$ cat src/rtl/credit_push_tx_pkg.sv
// credit_push_tx_pkg: shared FSM encodings and credit counter width helper
package credit_push_tx_pkg;
  localparam logic [1:0] CPT_RUN     = 2'd0;
  localparam logic [1:0] CPT_DRAIN   = 2'd1;
  localparam logic [1:0] CPT_DRAINED = 2'd2;
  function automatic int ctr_width(input int depth);
    return $clog2(depth + 1);
  endfunction
endpackage

$ cat src/rtl/credit_counter.sv
// credit_counter: up/down counter saturating at INIT with sticky overflow
module credit_counter #(
  parameter int INIT  = 8,
  parameter int WIDTH = 4
) (
  input  logic             clk,
  input  logic             rst_aH,
  input  logic             inc,
  input  logic             dec,
  output logic [WIDTH-1:0] cnt,
  output logic             ovf
);
  logic at_max;
  logic [WIDTH-1:0] cnt_nxt;
  always_comb begin
    at_max  = cnt == WIDTH'(INIT);
    cnt_nxt = (inc && !dec && !at_max) ? cnt + 1'b1 :
              (dec && !inc)            ? cnt - 1'b1 : cnt;
  end
  always_ff @(posedge clk) begin
    if (rst_aH) begin
      cnt <= WIDTH'(INIT);
      ovf <= 1'b0;
    end else begin
      cnt <= cnt_nxt;
      ovf <= ovf | (inc && !dec && at_max);
    end
  end
endmodule

$ cat src/rtl/credit_push_tx.sv
// credit_push_tx: credit-tracked push side of a remote FIFO with drain handshake
module credit_push_tx
  import credit_push_tx_pkg::*;
#(
  parameter  int DATA_WIDTH = 32,
  parameter  int CREDITS    = 8,
  localparam int CTR_WIDTH  = ctr_width(CREDITS)
) (
  input  logic                  clk,
  input  logic                  rst_aH,
  input  logic                  in_valid,
  output logic                  in_ready,
  input  logic [DATA_WIDTH-1:0] in_data,
  output logic                  push_valid,
  output logic [DATA_WIDTH-1:0] push_data,
  input  logic                  credit_ret,
  input  logic                  drain_req,
  output logic                  drained,
  output logic [CTR_WIDTH-1:0]  credit_cnt,
  output logic                  credit_err
);
  logic [1:0] state, state_nxt;
  logic accept;
  assign accept = in_valid && in_ready;
  credit_counter #(.INIT(CREDITS), .WIDTH(CTR_WIDTH)) u_ctr (
    .clk   (clk),
    .rst_aH(rst_aH),
    .inc   (credit_ret),
    .dec   (accept),
    .cnt   (credit_cnt),
    .ovf   (credit_err)
  );
  always_ff @(posedge clk) begin
    if (rst_aH) begin
      state      <= CPT_RUN;
      push_valid <= 1'b0;
      push_data  <= '0;
    end else begin
      state      <= state_nxt;
      push_valid <= accept;
      push_data  <= accept ? in_data : push_data;
    end
  end
  always_comb begin
    state_nxt = CPT_RUN;
    case (state)
      CPT_RUN:     state_nxt = drain_req ? CPT_DRAIN : CPT_RUN;
      CPT_DRAIN:   state_nxt = !drain_req ? CPT_RUN :
                               (credit_cnt == CTR_WIDTH'(CREDITS) && !push_valid) ? CPT_DRAINED : CPT_DRAIN;
      CPT_DRAINED: state_nxt = drain_req ? CPT_DRAINED : CPT_RUN;
      default:     state_nxt = CPT_RUN;
    endcase
  end
  always_comb begin
    in_ready = state == CPT_RUN && credit_cnt != '0;
    drained  = state == CPT_DRAINED;
  end
endmodule

$ cat config.mk
export PLATFORM = sky130hd
export DESIGN_NAME = credit_push_tx
export DESIGN_NICKNAME = d
export VERILOG_FILES = /design/src/rtl/credit_push_tx_pkg.sv /design/src/rtl/credit_counter.sv /design/src/rtl/credit_push_tx.sv
export SDC_FILE = /design/constraint.sdc
export NUM_CORES = 1
export LEC_CHECK = 0
export CORE_AREA = 2 2 70 72
export CTS_BUF_LIST = sky130_fd_sc_hd__clkbuf_16
export DETAILED_ROUTE_END_ITERATION = 12
export DIE_AREA = 0 0 72 74
export GPL_ROUTABILITY_DRIVEN = 0
export PLACE_DENSITY = 0.77
export SYNTH_ARGS = -nofsm -noshare
export SYNTH_HDL_FRONTEND = slang
export SYNTH_HIERARCHICAL = 1
export SYNTH_SLANG_ARGS = --single-unit
$ cat constraint.sdc
create_clock -name clk -period 2.8 [get_ports clk]
set_input_delay 0.56 -clock clk [delete_from_list [all_inputs] [get_ports clk]]
set_output_delay 0.56 -clock clk [all_outputs]
set_load 0.005 [all_outputs]
==> results.ini <==
[run_status]
outcome=completed

[floorplanning]
dieArea_sq_mm=0.005328
die_h_microns=74
start_util_pct=41.01
core_area_sq_mm=0.004598
die_w_microns=72
rows=25
io-pin-count=77

[worst_setup_path]
critPathBufInv=1
critPathCaptureType=flop
path_max_fanout=4
cp_slowest_stage_delay_ps=390
crit_chain=clkdlybuf4s50_1 -> nor4b_2 -> nand2b_1 -> or2_4 -> ha_1 -> a21o_2 -> a21oi_2 -> mux2i_1 -> mux2i_1
start_kind=input pin
r2r_slack_ps=420
r2r-start=u_ctr/cnt[3]$_SDFFE_PP1P_
cp-startpoint=in_valid
slowest_stage=clkdlybuf4s50_1
r2r_end=u_ctr/cnt[3]$_SDFFE_PP1P_
reg2regPathDepth=9
criticalPathCategory=input pin to flop
crit_path_frequent_cell=mux2i_1
cp.arrival_ps=2650
path_delay_family=simple AND/OR/NAND/NOR gates
cp.required_ps=3000

[logic_synthesis]
synth_xor_area_share_pct=0.9290
netlist_area_sq_mm=0.001886
synth_top_family_by_area=simple AND/OR/NAND/NOR gates
synth-async-reset-ratio_pct=0
yosys.area.top_type_share_pct=42.47
synth_most_common_cell=nand2b_1
synth_top_area_cell=dfxtp_1
synthesis.nets=224
synth_common_cells=66 x nand2b_1, 40 x dfxtp_1, 34 x mux2i_1
synth_compound_area_share_pct=2.721
ys_seq_area_share_pct=42.47
ys_warn_count=6
synthSimpleGateAreaFrac_pct=29.06
syn_avg_cell_area_sq_um=10.25
synth.area.mux_share_pct=18.05
synthFlopType=dfxtp_1
synth_edf_count=0
netlist_instances=184
yosys-top-cells-area=dfxtp_1 42%, nand2b_1 22%, mux2i_1 18%
ys_types=29
synth.ff_latch_count=40
synth_fa_ha_area_share_pct=2.389

[routing]
routedWlPerCell_microns=12.03
ant_nets=0
first_pass_iters=4
num_vias=1464
drc=0
drt-vias-per-instance=4.648
drt-initial-drc-count=29
routed_wl_mm=3.790

[clock_network]
cts_tree=built
ctsResizeCount=0
clock_path_buffers=2
clock_sinks=40
cts-root-buf=clkbuf_16
cts_setup_buffers=0
clkTransAtPathRegs_ps=60
cts_max_level=2
ctsHoldBuffers=0
numCtsBuffers=5
clock_latency_ps=270

[power]
power.density_mw_per_mm2=760.7
p_sw_mw=0.6162
swShare_pct=28.86
cellLeakagePower_nw=1.091
combPwrFrac_pct=40.1
peakVddDrop_mv=0.2960
seqPwrFrac_pct=36.0
p_clk_share_pct=24.0
power.internal_mw=1.519

[hold_path]
min_from=push_data[0]$_SDFFE_PP0P_
hold_class=flop to flop
hold_depth=2
min_to=push_data[0]$_SDFFE_PP0P_

[global_route]
grt_use_met2_pct=27.78
grtUsageMet1_pct=17.27
grt_max_degree=36
antenna_found_initial=0
use_met3_pct=2.846
grt_use_total_pct=15.19
grt_pass1_vias=1463
grt_busiest_layer=met2
grt.overflow.total=0
grt_pass1_wl_mm=6.375

[placed_design]
dpl.hpwl_mm=2.749
pre_cts_ws_ps=120.9
port_buffers=76

[sta]
max_slew_margin_pct=63.39
grt_setup_unrepaired=no
skew_ps=5.370
slew_viol_final=0
setup_violations=0
setup-tns-final_ps=0
finalCriticalPeriod_ps=2446
worst_pin_slew_ps=549.1
fmax_ghz=0.4088
fin_crit_sh_pct=87.36
fin_ws_ps=354.0
hold_violations=0

[final_layout]
finalNetCount=301
diodes=0
drive_gt1_share_pct=6.897
syn2layout_area_growth_pct=48.84

[run]
cap_viol_max_count=0

-- cells by family after synthesis --
group           after synthesis
xor+xnor                      2
mux                          34
simple gates                 86
fa+ha+maj                     3
buf+inv                      12
compound gates                7
flops                        40
-- worst max-delay path by stage --
| stage | to | slack [ps] | cells after the start |
|---|---|---|---|
| after CTS | u_ctr/cnt[3]$_SDFFE_PP1P_ | 340 | 9 |
| after global routing | u_ctr/cnt[3]$_SDFFE_PP1P_ | 210 | 9 |
| after detailed placement | u_ctr/cnt[3]$_SDFFE_PP1P_ | 120 | 9 |
| after floorplan | u_ctr/cnt[3]$_SDFFE_PP1P_ | 220 | 11 |
| final | u_ctr/cnt[3]$_SDFFE_PP1P_ | 350 | 9 |
| after global placement | u_ctr/cnt[3]$_SDFFE_PP1P_ | 150 | 9 |
-- state kept, by name, indices dropped and copies added, names as in the netlist --
| name | count |
|---|---|
| push_valid | 1 |
| u_ctr/ovf | 1 |
| push_data | 32 |
| u_ctr/cnt | 4 |
| state | 2 |
-- power groups by stage --
| stage | combinational, mW | sequential [mW] | clock, mW |
|---|---|---|---|
| after CTS | 0.870 | 0.770 | 0.528 |
| after global routing | 0.941 | 0.785 | 0.550 |
| after detailed placement | 0.862 | 0.780 | 0 |
| after global placement | 0.848 | 0.777 | 0 |
| after floorplan | 0.488 | 0.803 | 0 |
| final | 0.855 | 0.768 | 0.512 |
-- metal layers --
metal | up-vias | share of wire, %
met5 | - | 0
met4 | 0 | 1.3
met3 | 4 | 5.1
met2 | 40 | 50
met1 | 664 | 43
li1 | 756 | -
-- area by class of cell --
cell class / instances / area [sq um]
clock inverter: 2 / 7.507
clock buffer: 5 / 125.1
fill: 414 / 1792
inverter: 1 / 3.754
tap: 54 / 67.56
sequential: 40 / 800.8
timing repair buffer: 81 / 793.3
multi-input combinational: 132 / 1008
-- placed cells by master (no fill, tap or decap), types with 2 or more instances in the layout --
cell type / count
nand2b_1: 66
dfxtp_1: 40
nor2_1: 4
xnor2_1: 2
clkbuf_16: 5
buf_4: 5
nor3_1: 3
nand2_1: 2
mux2i_1: 34
ha_1: 2
nor2b_1: 3
clkdlybuf4s50_1: 75
clkinv_1: 2
-- worst reg2reg max path: stages, from the launching register on --
cell and delay [ps]:
dfxtp_1 370, nor4_2 310, nor4b_2 100, nand2b_1 180
or2_4 260, ha_1 270, a21o_2 210, a21oi_2 150
mux2i_1 260, mux2i_1 200
-- stage by stage --
stage	utilization [%]	std cells	cell area, sq um	hold slack [ps]	total power [mW]
2_1_floorplan	-	184	1886	459.8	1.291
3_3_place_gp	58.15	308	2674	457.5	1.626
3_5_place_dp	58.15	308	2674	460.4	1.642
4_1_cts	61.03	315	2806	472.5	2.167
5_1_grt	61.03	315	2806	491.5	2.276
6_report	61.03	315	2806	469.7	2.135
(Power assumes the default switching activity.)
